==> config.mk <==
export PLATFORM = sky130hd
export DESIGN_NAME = sync_2bit_qualifier
export DESIGN_NICKNAME = d
export VERILOG_FILES = /design/src/rtl/sde_trigger_pkg.sv /design/src/rtl/sat_counter.sv /design/src/rtl/sync_2bit_qualifier.sv
export SDC_FILE = /design/constraint.sdc
export NUM_CORES = 1
export LEC_CHECK = 0
export ABC_AREA = 1
export CORE_ASPECT_RATIO = 0.5
export CORE_MARGIN = 2
export CORE_UTILIZATION = 36
export CTS_BUF_LIST = sky130_fd_sc_hd__clkbuf_8
export DETAILED_ROUTE_END_ITERATION = 12
export DONT_BUFFER_PORTS = 1
export GPL_TIMING_DRIVEN = 0
export RECOVER_POWER = 50
export SLEW_MARGIN = 20
export SYNTH_ARGS = -nofsm -noshare
export SYNTH_HDL_FRONTEND = slang
export SYNTH_SLANG_ARGS = --single-unit
==> constraint.sdc <==
create_clock -name CLK -period 3.6 [get_ports CLK]
set_input_delay 0.18 -clock CLK [delete_from_list [all_inputs] [get_ports CLK]]
set_output_delay 0.18 -clock CLK [all_outputs]
set_load 0.02 [all_outputs]
==> src/rtl/sde_trigger_pkg.sv <==
// sde_trigger_pkg: shared FSM state encodings for the trigger-side qualifiers.
package sde_trigger_pkg;
    typedef enum logic {
        STABLE  = 1'b0,
        QUALIFY = 1'b1
    } qual_state_t;
endpackage

==> src/rtl/sat_counter.sv <==
// sat_counter: saturating up-counter with synchronous clear.
// Ports: CLK, RSTN (async active-low), clr (zero, then inc still applies), inc, q.
module sat_counter #(
    parameter int WIDTH = 16
) (
    input  logic             CLK,
    input  logic             RSTN,
    input  logic             clr,
    input  logic             inc,
    output logic [WIDTH-1:0] q
);
    // clr and inc together leave 1, so an event coincident with a clear is still counted
    always_ff @(posedge CLK or negedge RSTN)
        if (!RSTN)
            q <= '0;
        else if (clr)
            q <= WIDTH'(inc);
        else if (inc && q != '1)
            q <= q + 1'b1;
endmodule

==> src/rtl/sync_2bit_qualifier.sv <==
// sync_2bit_qualifier: debounces a synchronized 2-bit code and keeps change/glitch/age statistics.
// Ports: CLK, RSTN (async active-low), SYNC_IN code, SNAP capture strobe, CLEAR counters;
//        STATE_OUT accepted code, RISE/FALL per-bit pulses, CHG_CNT0/1, GLITCH_CNT, AGE,
//        SNAP_* captured copies and SNAP_VALID pulse.
module sync_2bit_qualifier
    import sde_trigger_pkg::*;
#(
    parameter int HOLD_CYCLES = 4,
    parameter int CNT_WIDTH   = 16,
    parameter int AGE_WIDTH   = 32
) (
    input  logic                 CLK,
    input  logic                 RSTN,
    input  logic [1:0]           SYNC_IN,
    input  logic                 SNAP,
    input  logic                 CLEAR,
    output logic [1:0]           STATE_OUT,
    output logic [1:0]           RISE,
    output logic [1:0]           FALL,
    output logic [CNT_WIDTH-1:0] CHG_CNT0,
    output logic [CNT_WIDTH-1:0] CHG_CNT1,
    output logic [CNT_WIDTH-1:0] GLITCH_CNT,
    output logic [AGE_WIDTH-1:0] AGE,
    output logic [1:0]           SNAP_STATE,
    output logic [CNT_WIDTH-1:0] SNAP_CHG0,
    output logic [CNT_WIDTH-1:0] SNAP_CHG1,
    output logic [CNT_WIDTH-1:0] SNAP_GLITCH,
    output logic [AGE_WIDTH-1:0] SNAP_AGE,
    output logic                 SNAP_VALID
);
    qual_state_t state, state_nxt;
    logic [1:0] cand, cand_nxt, acc_code;
    logic [7:0] hold_cnt, hold_nxt;
    logic       accept, glitch, age_clr;

    always_comb begin
        state_nxt = state;
        cand_nxt  = cand;
        hold_nxt  = hold_cnt;
        accept    = 1'b0;
        glitch    = 1'b0;
        acc_code  = cand;
        if (state == STABLE) begin
            if (SYNC_IN != STATE_OUT) begin
                if (HOLD_CYCLES == 1) begin
                    accept   = 1'b1;
                    acc_code = SYNC_IN;
                end else begin
                    state_nxt = QUALIFY;
                    cand_nxt  = SYNC_IN;
                    hold_nxt  = 8'd1;
                end
            end
        end else if (SYNC_IN == cand) begin
            hold_nxt = hold_cnt + 8'd1;
            if (hold_nxt == 8'(HOLD_CYCLES)) begin
                accept    = 1'b1;
                state_nxt = STABLE;
                hold_nxt  = '0;
            end
        end else begin
            // any break in the candidate run is a glitch; a third code restarts qualification
            glitch   = 1'b1;
            cand_nxt = SYNC_IN;
            hold_nxt = 8'd1;
            if (SYNC_IN == STATE_OUT) begin
                state_nxt = STABLE;
                hold_nxt  = '0;
            end
        end
    end

    always_ff @(posedge CLK or negedge RSTN)
        if (!RSTN) begin
            state     <= STABLE;
            cand      <= '0;
            hold_cnt  <= '0;
            STATE_OUT <= '0;
            RISE      <= '0;
            FALL      <= '0;
        end else begin
            state     <= state_nxt;
            cand      <= cand_nxt;
            hold_cnt  <= hold_nxt;
            STATE_OUT <= accept ? acc_code : STATE_OUT;
            RISE      <= accept ? acc_code & ~STATE_OUT : 2'b00;
            FALL      <= accept ? ~acc_code & STATE_OUT : 2'b00;
        end

    always_ff @(posedge CLK or negedge RSTN)
        if (!RSTN) begin
            SNAP_STATE  <= '0;
            SNAP_CHG0   <= '0;
            SNAP_CHG1   <= '0;
            SNAP_GLITCH <= '0;
            SNAP_AGE    <= '0;
            SNAP_VALID  <= 1'b0;
        end else begin
            SNAP_VALID <= SNAP;
            if (SNAP) begin
                SNAP_STATE  <= STATE_OUT;
                SNAP_CHG0   <= CHG_CNT0;
                SNAP_CHG1   <= CHG_CNT1;
                SNAP_GLITCH <= GLITCH_CNT;
                SNAP_AGE    <= AGE;
            end
        end

    // age restarts at 0 on acceptance or clear, so its increment is suppressed on those edges
    assign age_clr = accept | CLEAR;

    sat_counter #(.WIDTH(CNT_WIDTH)) u_chg0 (
        .CLK(CLK), .RSTN(RSTN), .clr(CLEAR),
        .inc(accept & (acc_code[0] ^ STATE_OUT[0])), .q(CHG_CNT0)
    );
    sat_counter #(.WIDTH(CNT_WIDTH)) u_chg1 (
        .CLK(CLK), .RSTN(RSTN), .clr(CLEAR),
        .inc(accept & (acc_code[1] ^ STATE_OUT[1])), .q(CHG_CNT1)
    );
    sat_counter #(.WIDTH(CNT_WIDTH)) u_glitch (
        .CLK(CLK), .RSTN(RSTN), .clr(CLEAR), .inc(glitch), .q(GLITCH_CNT)
    );
    sat_counter #(.WIDTH(AGE_WIDTH)) u_age (
        .CLK(CLK), .RSTN(RSTN), .clr(age_clr), .inc(~age_clr), .q(AGE)
    );
endmodule

==> flow_metrics.tcl, run 1 <==
set metrics [dict create \
    status "complete, but fails checks" \
    violations "hold timing" \
    max-vdd-ir-drop_v 0.0002316 \
    ys.flop_type "dfrtp_1" \
    cts_buffers 17 \
    grt_pass1_wl_um 39830 \
    num_vias 7117 \
    synth-edff-count 0 \
    synth.most_common_cell "nand2_1" \
    cts-resized-gates 0 \
    max_slew_margin 0.4270 \
    p_int_w 0.002988 \
    syn_inst 1027 \
    grt-ovfl-total 0 \
    setup_violations 0 \
    swShare 0.3245 \
    cp_max_fo 10 \
    clk_pin_slew_ps 100 \
    drive_above_1_share 0.09699 \
    antennaDiodeCount 0 \
    critPathMaxStageDelay_ps 620 \
    start_util 0.3687 \
    avgSynthCellArea_um2 8.661 \
    yosysSeqAreaShare 0.5064 \
    first_pass_iters 6 \
    power_w 0.004423 \
    row_count 40 \
    ys_top_cells_by_count "193 x nand2_1, 180 x dfrtp_1, 147 x nor2_1" \
    yosys_register_bits 180 \
    hold_ws_ps -619.2 \
    synth_area_leaders "dfrtp_1 51%, nand2_1 8.1%, nor2_1 6.2%, mux2_2 4.9%, nand3_1 4.4%" \
    cts_tree "done" \
    slew_violations 0 \
    clock_sinks 180 \
    setup_tns_ps 0 \
    grt_max_degree 181 \
    netlist.area_leader.share 0.5064 \
    worstMarginPinSlew_ps 859.5 \
    gp_congestion 0.8845 \
    nNetsFinal 1064 \
    crit_path_cell_trace "ha_1, nand2_1, inv_1, nand3_1, nor2_1, nand4_2, nand4_4, nand2_2, buf_6, nand2_1, nand2_1" \
    slowest_stage "dfrtp_1" \
    drt_iter0_markers 517 \
    final-instance-count-excl-fill 1398 \
    synth.distinct_cells 38 \
    track_usage 0.2003 \
    routed_wl_um 25510 \
    clk_latency_ps 490 \
    required_ps 3970 \
    dieHeight_um 115.2 \
    final_hold_viol_count 180 \
    cts_setup_buffers 0 \
    combPwrFrac 0.138 \
    clockBufferDepth 2 \
    core-area_mm2 0.02412 \
    dieArea_mm2 0.02606 \
    die_w_um 226.3 \
    end_kind "register" \
    antenna_left 0 \
    io_pins 175 \
    worstHoldPathType "primary input to asynchronous set/reset pin" \
    power.leakage_nw 4.202 \
    synth_top_cell_by_area "dfrtp_1" \
    cts_htree_levels 4 \
    max_freq_mhz 412.0 \
    grt_setup_unrepaired "no" \
    wl_per_cell_um 18.25 \
    power_per_cell_area_mw_per_mm2 453.7 \
    cts_hold_buf 3 \
    synth_area_mm2 0.008895 \
    antenna_found_initial 0 \
    clkPwrFrac 0.326 \
    worstPathArrival_ps 2800 \
    yosys_warnings 0 \
    ys_async_sr_fraction 1.000 \
    grt_pass1_vias 7000 \
    min_period_ps 2427 \
    synth_nets 1042 \
    fin_worst_skew_ps 16.16 \
    power.switching_w 0.001435 \
    hpwl_um 18970 \
    io_buffers 0 \
    drc 0 \
    period_share 0.6742 \
    dpl.cell_count 1363 \
    crit_type "register to register" \
    seqPwrFrac 0.535 \
    vias_per_cell 5.091 \
    maxCapViolCount 0 \
    cts_root_buf "clkbuf_8" \
    rrSetupSlack_ps 1170 \
    fin_util 0.4042 \
    syn_to_final_growth_pct 9.622 \
    crit_top_cell "nand2_1" \
    crit_path_start_kind "register" \
]
kinds of logic (layout without fill, tap and decap cells):
logic type	count (synthesis)	in the layout	synth area share
muxes	39	39	0.04937
adders and majority gates	9	9	0.01266
and+or+nand+nor	506	506	0.2543
xor gates and xnor gates	53	53	0.05219
AOI/OAI and AO/OA	118	118	0.06963
buffers and inverters	122	157	0.05542
DFF	180	180	0.5064
layer usage:
metal	vias up	share of wire	GRT usage
met5	-	0	0
met1	3495	0.45	0.2625
met3	33	0.060	0.05520
met2	171	0.47	0.3276
met4	0	0.019	0.05789
li1	3418	-	-
layout make-up:
type / instances / area [um2]
fillers: 2460 / 14370
flip-flops and latches: 180 / 4504
multi-input cells: 725 / 3897
well taps: 336 / 420.4
inverters: 85 / 319.1
clock buffers: 20 / 275.3
plain buffers: 37 / 173.9
clock inverters: 12 / 130.1
repair buffers: 3 / 30.03
per-stage QoR:
step,setup WS (ps),instance area [um2],hold WS (ps)
2_1_floorplan,1701,8895,-115.6
3_3_place_gp,1219,9315,-108.0
3_5_place_dp,1256,9315,-107.5
4_1_cts,1221,9751,-650.0
5_1_grt,1008,9751,-650.7
6_report,1173,9751,-619.2
worst max-delay path: cells and delay by family (launching register included):
| kind | cells | cell delay (ps) |
|---|---|---|
| buf+inv | 2 | 290 |
| simple gates | 8 | 1110 |
| flops | 1 | 620 |
| fa+ha+maj | 1 | 290 |
cell usage in the layout, fill, tap and decap left out, types with 3 or more instances in the layout:
cell type	Yosys	layout
nand2_1	193	193
clkbuf_1	27	28
nand3_1	79	79
a21oi_1	78	78
dfrtp_1	180	180
o22ai_1	3	3
clkinv_2	0	3
xor2_1	33	33
a31oi_1	4	4
nand4_1	24	24
buf_2	4	4
dlygate4sd3_1	0	3
o31ai_1	4	4
o21ai_0	24	24
clkinv_4	0	4
clkbuf_8	0	20
nor2_4	3	3
nor2_1	147	147
nor2_2	4	4
nand2_2	6	6
ha_1	9	9
xnor2_1	20	20
buf_6	3	3
nor3b_1	4	4
inv_1	83	84
mux2_2	39	39
nor3_1	35	35
power groups by stage:
stage          sequential, W  clock (W)  combinational, W
3_3_place_gp         0.00241          0          0.000591
3_5_place_dp         0.00241          0          0.000607
4_1_cts              0.00237    0.00148          0.000613
5_1_grt              0.00239    0.00156          0.000699
2_1_floorplan        0.00236          0          0.000460
6_report             0.00237    0.00144          0.000612
flip-flops by register name (all words and copies together) (netlist names):
signal / flops
STATE_OUT: 2
SNAP_CHG1: 16
RISE: 2
u_chg1.q: 16
hold_cnt: 8
u_chg0.q: 16
state: 1
u_glitch.q: 16
SNAP_STATE: 2
u_age.q: 32
SNAP_CHG0: 16
FALL: 2
SNAP_AGE: 32
SNAP_GLITCH: 16
SNAP_VALID: 1
acc_code: 2
final timing paths:
| check | startpoint | endpoint | depth (start not counted) |
|---|---|---|---|
| setup / recovery | u_chg0.q[0] | u_chg0.q[9] | 11 |
| hold / removal | RSTN | u_age.q[13] | 0 |
| setup reg to reg | u_chg0.q[0] | u_chg0.q[9] | 11 |
| hold reg to reg | acc_code[1] | acc_code[1] | 2 |
| max in group asynchronous | RSTN | u_chg1.q[7] | 0 |
| min in group CLK | SYNC_IN[0] | hold_cnt[0] | 4 |
Note: power is estimated with default switching activity, not from simulation.
==> run 2: changes to the inputs <==
clock period = 2.1 ns   (was 3.6 ns; I/O delays follow)
==> run 2 against run 1 <==
  * The flow still finishes with violations (hold timing)
  * Via count grew 1.5%
  * First-iteration DRC count shrank 8.1%
  * Sequential share of layout area shrank 1.1 points
  * Largest cell class unchanged
  * Die area is the same
  * Sequential cell count is the same
  * Clock power grew 72%
  * Critical path type unchanged
  * Register-to-register slack lost 1000 ps
  * Routed wire length grew 1.3%
==> flow_metrics.tcl, run 2 (synthesized netlist as in run 1, its figures left out) <==
set metrics [dict create \
    nFillCells 2439 \
    largestRegisters "SNAP_AGE x32, u_age.q x32" \
    grt_max_degree 181 \
    syn_to_final_growth_pct 13.15 \
    violations "hold timing" \
    io_pins 175 \
    hpwl_um 18970 \
    vias_per_cell 5.105 \
    io_buffers 0 \
    cts_root_buf "clkbuf_8" \
    clk_latency_ps 490 \
    seqPwrFrac 0.522 \
    fin_worst_skew_ps 17.18 \
    worstMarginPinSlew_ps 860.1 \
    mostFrequentLayoutCell "nand2_1" \
    max_freq_mhz 506.0 \
    clk_pin_slew_ps 100 \
    hold_ws_ps -694.9 \
    num_vias 7223 \
    required_ps 2470 \
    final_cell_mix "192 x nand2_1, 151 x dfrtp_1, 137 x nor2_1, 82 x inv_1, 78 x a21oi_1" \
    final_hold_viol_count 180 \
    setup_violations 0 \
    preCtsSetupSlack_ps -244.5 \
    maxCapViolCount 0 \
    worstPathArrival_ps 2350 \
    core-area_mm2 0.02412 \
    cts_tree "done" \
    combPwrFrac 0.160 \
    dpl_cell_area_mm2 0.009315 \
    gp_congestion 0.8845 \
    die_w_um 226.3 \
    drt_iter0_markers 475 \
    grt_pass1_vias 7029 \
    power.leakage_nw 4.270 \
    cp_max_fo 10 \
    drc 0 \
    clockBufferDepth 2 \
    wl_per_cell_um 18.26 \
    cts_hold_buf 3 \
    period_share 0.9411 \
    drive_above_1_share 0.1566 \
    swShare 0.3244 \
    start_util 0.3687 \
    cts_htree_levels 4 \
    final_area_mm2 0.01006 \
    critPathLaunch "u_chg0.q[0]" \
    power.switching_w 0.002527 \
    antenna_left 0 \
    p_int_w 0.005264 \
    row_count 40 \
    routed_wl_um 25840 \
    grt-ovfl-total 0 \
    setup_tns_ps 0 \
    max_slew_margin 0.4266 \
    status "complete, but fails checks" \
    end_kind "register" \
    antenna_found_initial 0 \
    slew_violations 0 \
    cts_buffers 17 \
    power_per_cell_area_mw_per_mm2 774.2 \
    min_period_ps 1976 \
    grt_pass1_wl_um 39940 \
    crit_type "register to register" \
    antennaDiodeCount 0 \
    worst_slack_ps 123.8 \
    max-vdd-ir-drop_v 0.0004036 \
    dieArea_mm2 0.02606 \
    clock_sinks 180 \
    timing.rr.start "u_chg0.q[0]" \
    nNetsFinal 1081 \
    crit_path_start_kind "register" \
    first_pass_iters 5 \
    track_usage 0.2008 \
    worstHoldPathType "primary input to asynchronous set/reset pin" \
    clkPwrFrac 0.319 \
    dieHeight_um 115.2 \
]
[run 2: repair_timing]
item	in CTS	in global routing
setup buffers	6	11
pin swaps	3	7
endpoints found under the hold margin	186	180
setup endpoints to repair	77	79
resized for setup	20	53
[run 2: path summary, 6_finish.rpt]
kind,endpoint,slack (ps),depth (start not counted)
min in group CLK,SNAP_VALID,170,1
max in group asynchronous,u_chg1.q[5],2520,0
min reg2reg,acc_code[1],550,2
max,u_chg0.q[9],120,11
max reg2reg,u_chg0.q[9],120,11
min,u_age.q[13],-690,0
[run 2: routing by layer]
layer  up-vias  track usage  routed length, um
li1       3453            -                  -
met1      3552       0.2623              11570
met2       188       0.3297              12320
met3        30      0.05520               1496
met4         0      0.05789                444
met5         -            0                  0
[run 2: power by group through the flow]
stage	combinational, W	clock [W]	sequential (W)
after CTS	0.00110	0.00254	0.00406
after floorplan	0.000788	0	0.00405
after global routing	0.00140	0.00268	0.00409
final	0.00124	0.00248	0.00406
after global placement	0.00101	0	0.00413
after detailed placement	0.00104	0	0.00413
[run 2: worst max-delay path: stages, from the launching register on]
cell and delay [ps]:
dfrtp_2 540, ha_4 200, nand2_1 80, inv_2 120
nand3_2 120, nor2_4 150, nand4_2 160, nand4_4 150
nand2_2 80, buf_6 150, nand2_1 50, nand2_1 50
[run 2: metrics by stage]
stage / cells / total power [W] / util
floorplan: 1027 / 0.004841 / -
finish: 1415 / 0.007792 / 0.4172
global placement: 1363 / 0.005139 / 0.3862
CTS: 1404 / 0.007699 / 0.4077
detailed placement: 1363 / 0.005175 / 0.3862
global route: 1415 / 0.008174 / 0.4172
[run 2: layout make-up]
cell class	count	area [um2]	area share
Tap cell	336	420.4	0.04177
Clock buffer	20	275.3	0.02735
Buffer	37	203.9	0.02026
Multi-Input combinational cell	725	4003	0.3977
Sequential cell	180	4541	0.4511
Clock inverter	12	130.1	0.01293
Inverter	85	321.6	0.03195
Timing Repair Buffer	20	170.2	0.01691
==> run 3: changes to the inputs <==
MAX_ROUTING_LAYER = met4   (was not set)
==> run 3 against run 2 <==
  * The run still ends with hold timing left
  * Routed wire length is 1.6% higher
  * Sequential share of layout area fell by 0.10 points
  * Non-clock buffer count down 3
  * Utilization is 0.12 points higher
  * Total power is 0.90% higher
  * Cell count down 0.21%
  * Critical path type unchanged
  * Largest power group unchanged
==> flow_metrics.tcl, run 3 (synthesized netlist as in run 1, its figures left out) <==
set metrics [dict create \
    status "complete, but fails checks" \
    violations "hold timing" \
    maxCapViolCount 0 \
    die_w_um 226.3 \
    power.leakage_nw 4.290 \
    antennaDiodeCount 0 \
    combPwrFrac 0.162 \
    clkPwrFrac 0.319 \
    max-vdd-ir-drop_v 0.0003176 \
    mostFrequentLayoutCell "nand2_1" \
    gp_congestion 0.8809 \
    drive_above_1_share 0.1608 \
    hpwl_um 18990 \
    fin_util 0.4184 \
    cp_max_fo 10 \
    crit_top_cell "nand2_1" \
    cts_root_buf "clkbuf_8" \
    vias_per_cell 5.186 \
    min_period_ps 1980 \
    grt_max_degree 181 \
    wl_per_cell_um 18.59 \
    max_freq_mhz 505.1 \
    antenna_found_initial 0 \
    core-area_mm2 0.02412 \
    setup_violations 0 \
    drc 0 \
    dpl.cell_count 1363 \
    power_w 0.007862 \
    hold_ws_ps -686.3 \
    rrSetupSlack_ps 120 \
    end_kind "register" \
    row_count 40 \
    first_pass_iters 5 \
    final-instance-count-excl-fill 1412 \
    dieHeight_um 115.2 \
    power.switching_w 0.002651 \
    dieArea_mm2 0.02606 \
    critPathMaxStageDelay_ps 510 \
    swShare 0.3372 \
    cts_hold_buf 3 \
    num_vias 7322 \
    cts_htree_levels 4 \
    seqPwrFrac 0.518 \
    crit_path_start_kind "register" \
    cts_tree "done" \
    antenna_left 0 \
    worstPathArrival_ps 2390 \
    clk_latency_ps 490 \
    largestRegisters "SNAP_AGE x32, u_age.q x32" \
    grt-ovfl-total 0 \
    period_share 0.9428 \
    fin_worst_skew_ps 13.29 \
    final_hold_viol_count 180 \
    clk_pin_slew_ps 100 \
    worstHoldPathType "primary input to asynchronous set/reset pin" \
    drt_iter0_markers 664 \
    crit_path_cell_trace "ha_4, nand2_1, nor2_4, nand2_2, nor3_4, nor2_2, buf_4, nand2_1, o21ai_0, a21oi_1" \
    nNetsFinal 1078 \
    p_int_w 0.005211 \
    clockBufferDepth 2 \
    setup_tns_ps 0 \
    grt_pass1_wl_um 40240 \
    start_util 0.3687 \
    worstMarginPinSlew_ps 835.5 \
    slowest_stage "dfrtp_2" \
    max_slew_margin 0.4430 \
    final_cell_mix "191 x nand2_1, 149 x dfrtp_1, 138 x nor2_1, 82 x inv_1, 78 x a21oi_1" \
    cts_buffers 17 \
    clock_sinks 180 \
    syn_to_final_growth_pct 13.48 \
    slew_violations 0 \
    track_usage 0.2099 \
    crit_type "register to register" \
    routed_wl_um 26250 \
    required_ps 2510 \
    grt_pass1_vias 7076 \
    power_per_cell_area_mw_per_mm2 778.9 \
    io_buffers 0 \
    io_pins 175 \
]
run 3: critical path: cells and delay by family, from the launching register on:
| kind | cells | cell delay, ps |
|---|---|---|
| simple gates | 6 | 820 |
| flops | 1 | 510 |
| compound gates | 2 | 230 |
| fa+ha+maj | 1 | 180 |
| buf+inv | 1 | 180 |
run 3: final timing paths:
path | start | end | depth (start not counted)
min in group CLK | SNAP | SNAP_VALID | 1
max in group asynchronous | RSTN | u_chg1.q[5] | 0
max | u_glitch.q[0] | u_glitch.q[5] | 10
max reg2reg | u_glitch.q[0] | u_glitch.q[5] | 10
min reg2reg | acc_code[1] | acc_code[1] | 2
min | RSTN | u_age.q[7] | 0
run 3: power by group through the flow:
stage          registers [W]  logic (W)  clock network, W
3_3_place_gp         0.00413    0.00101                 0
6_report             0.00408    0.00128           0.00251
2_1_floorplan        0.00405   0.000788                 0
3_5_place_dp         0.00414    0.00104                 0
4_1_cts              0.00406    0.00112           0.00257
5_1_grt              0.00410    0.00141           0.00271
run 3: area by class of cell:
cell class / count / area (um2)
inverters: 85 / 321.6
plain buffers: 37 / 198.9
clock buffers: 17 / 234.0
flip-flops and latches: 180 / 4543
well taps: 336 / 420.4
clock inverters: 15 / 166.4
fillers: 2457 / 14030
multi-input cells: 725 / 4058
repair buffers: 17 / 151.4
run 3: through the flow:
stage               setup slack (ps)  hold WS (ps)  instance area, um2
finish                         120.1        -686.3               10090
global route                  -11.05        -737.3               10090
CTS                            4.878        -727.9                9838
detailed placement            -276.1        -181.4                9315
global placement              -295.0        -183.0                9315
floorplan                      200.7        -190.6                8895
run 3: routing by layer:
metal | vias up | track usage | routed length [um]
met5 | - | - | 0
met1 | 3646 | 0.2690 | 11840
li1 | 3456 | - | -
met4 | 0 | 0.06754 | 459
met3 | 29 | 0.05086 | 1458
met2 | 191 | 0.3290 | 12490
run 3: repair_timing:
action                                  CTS  global route
cloned                                    0             1
endpoints found under the setup margin   79            79
hold endpoints to repair                186           180
pin swaps                                 4             9
setup buffers                             7             6
gates resized for setup                  19            68
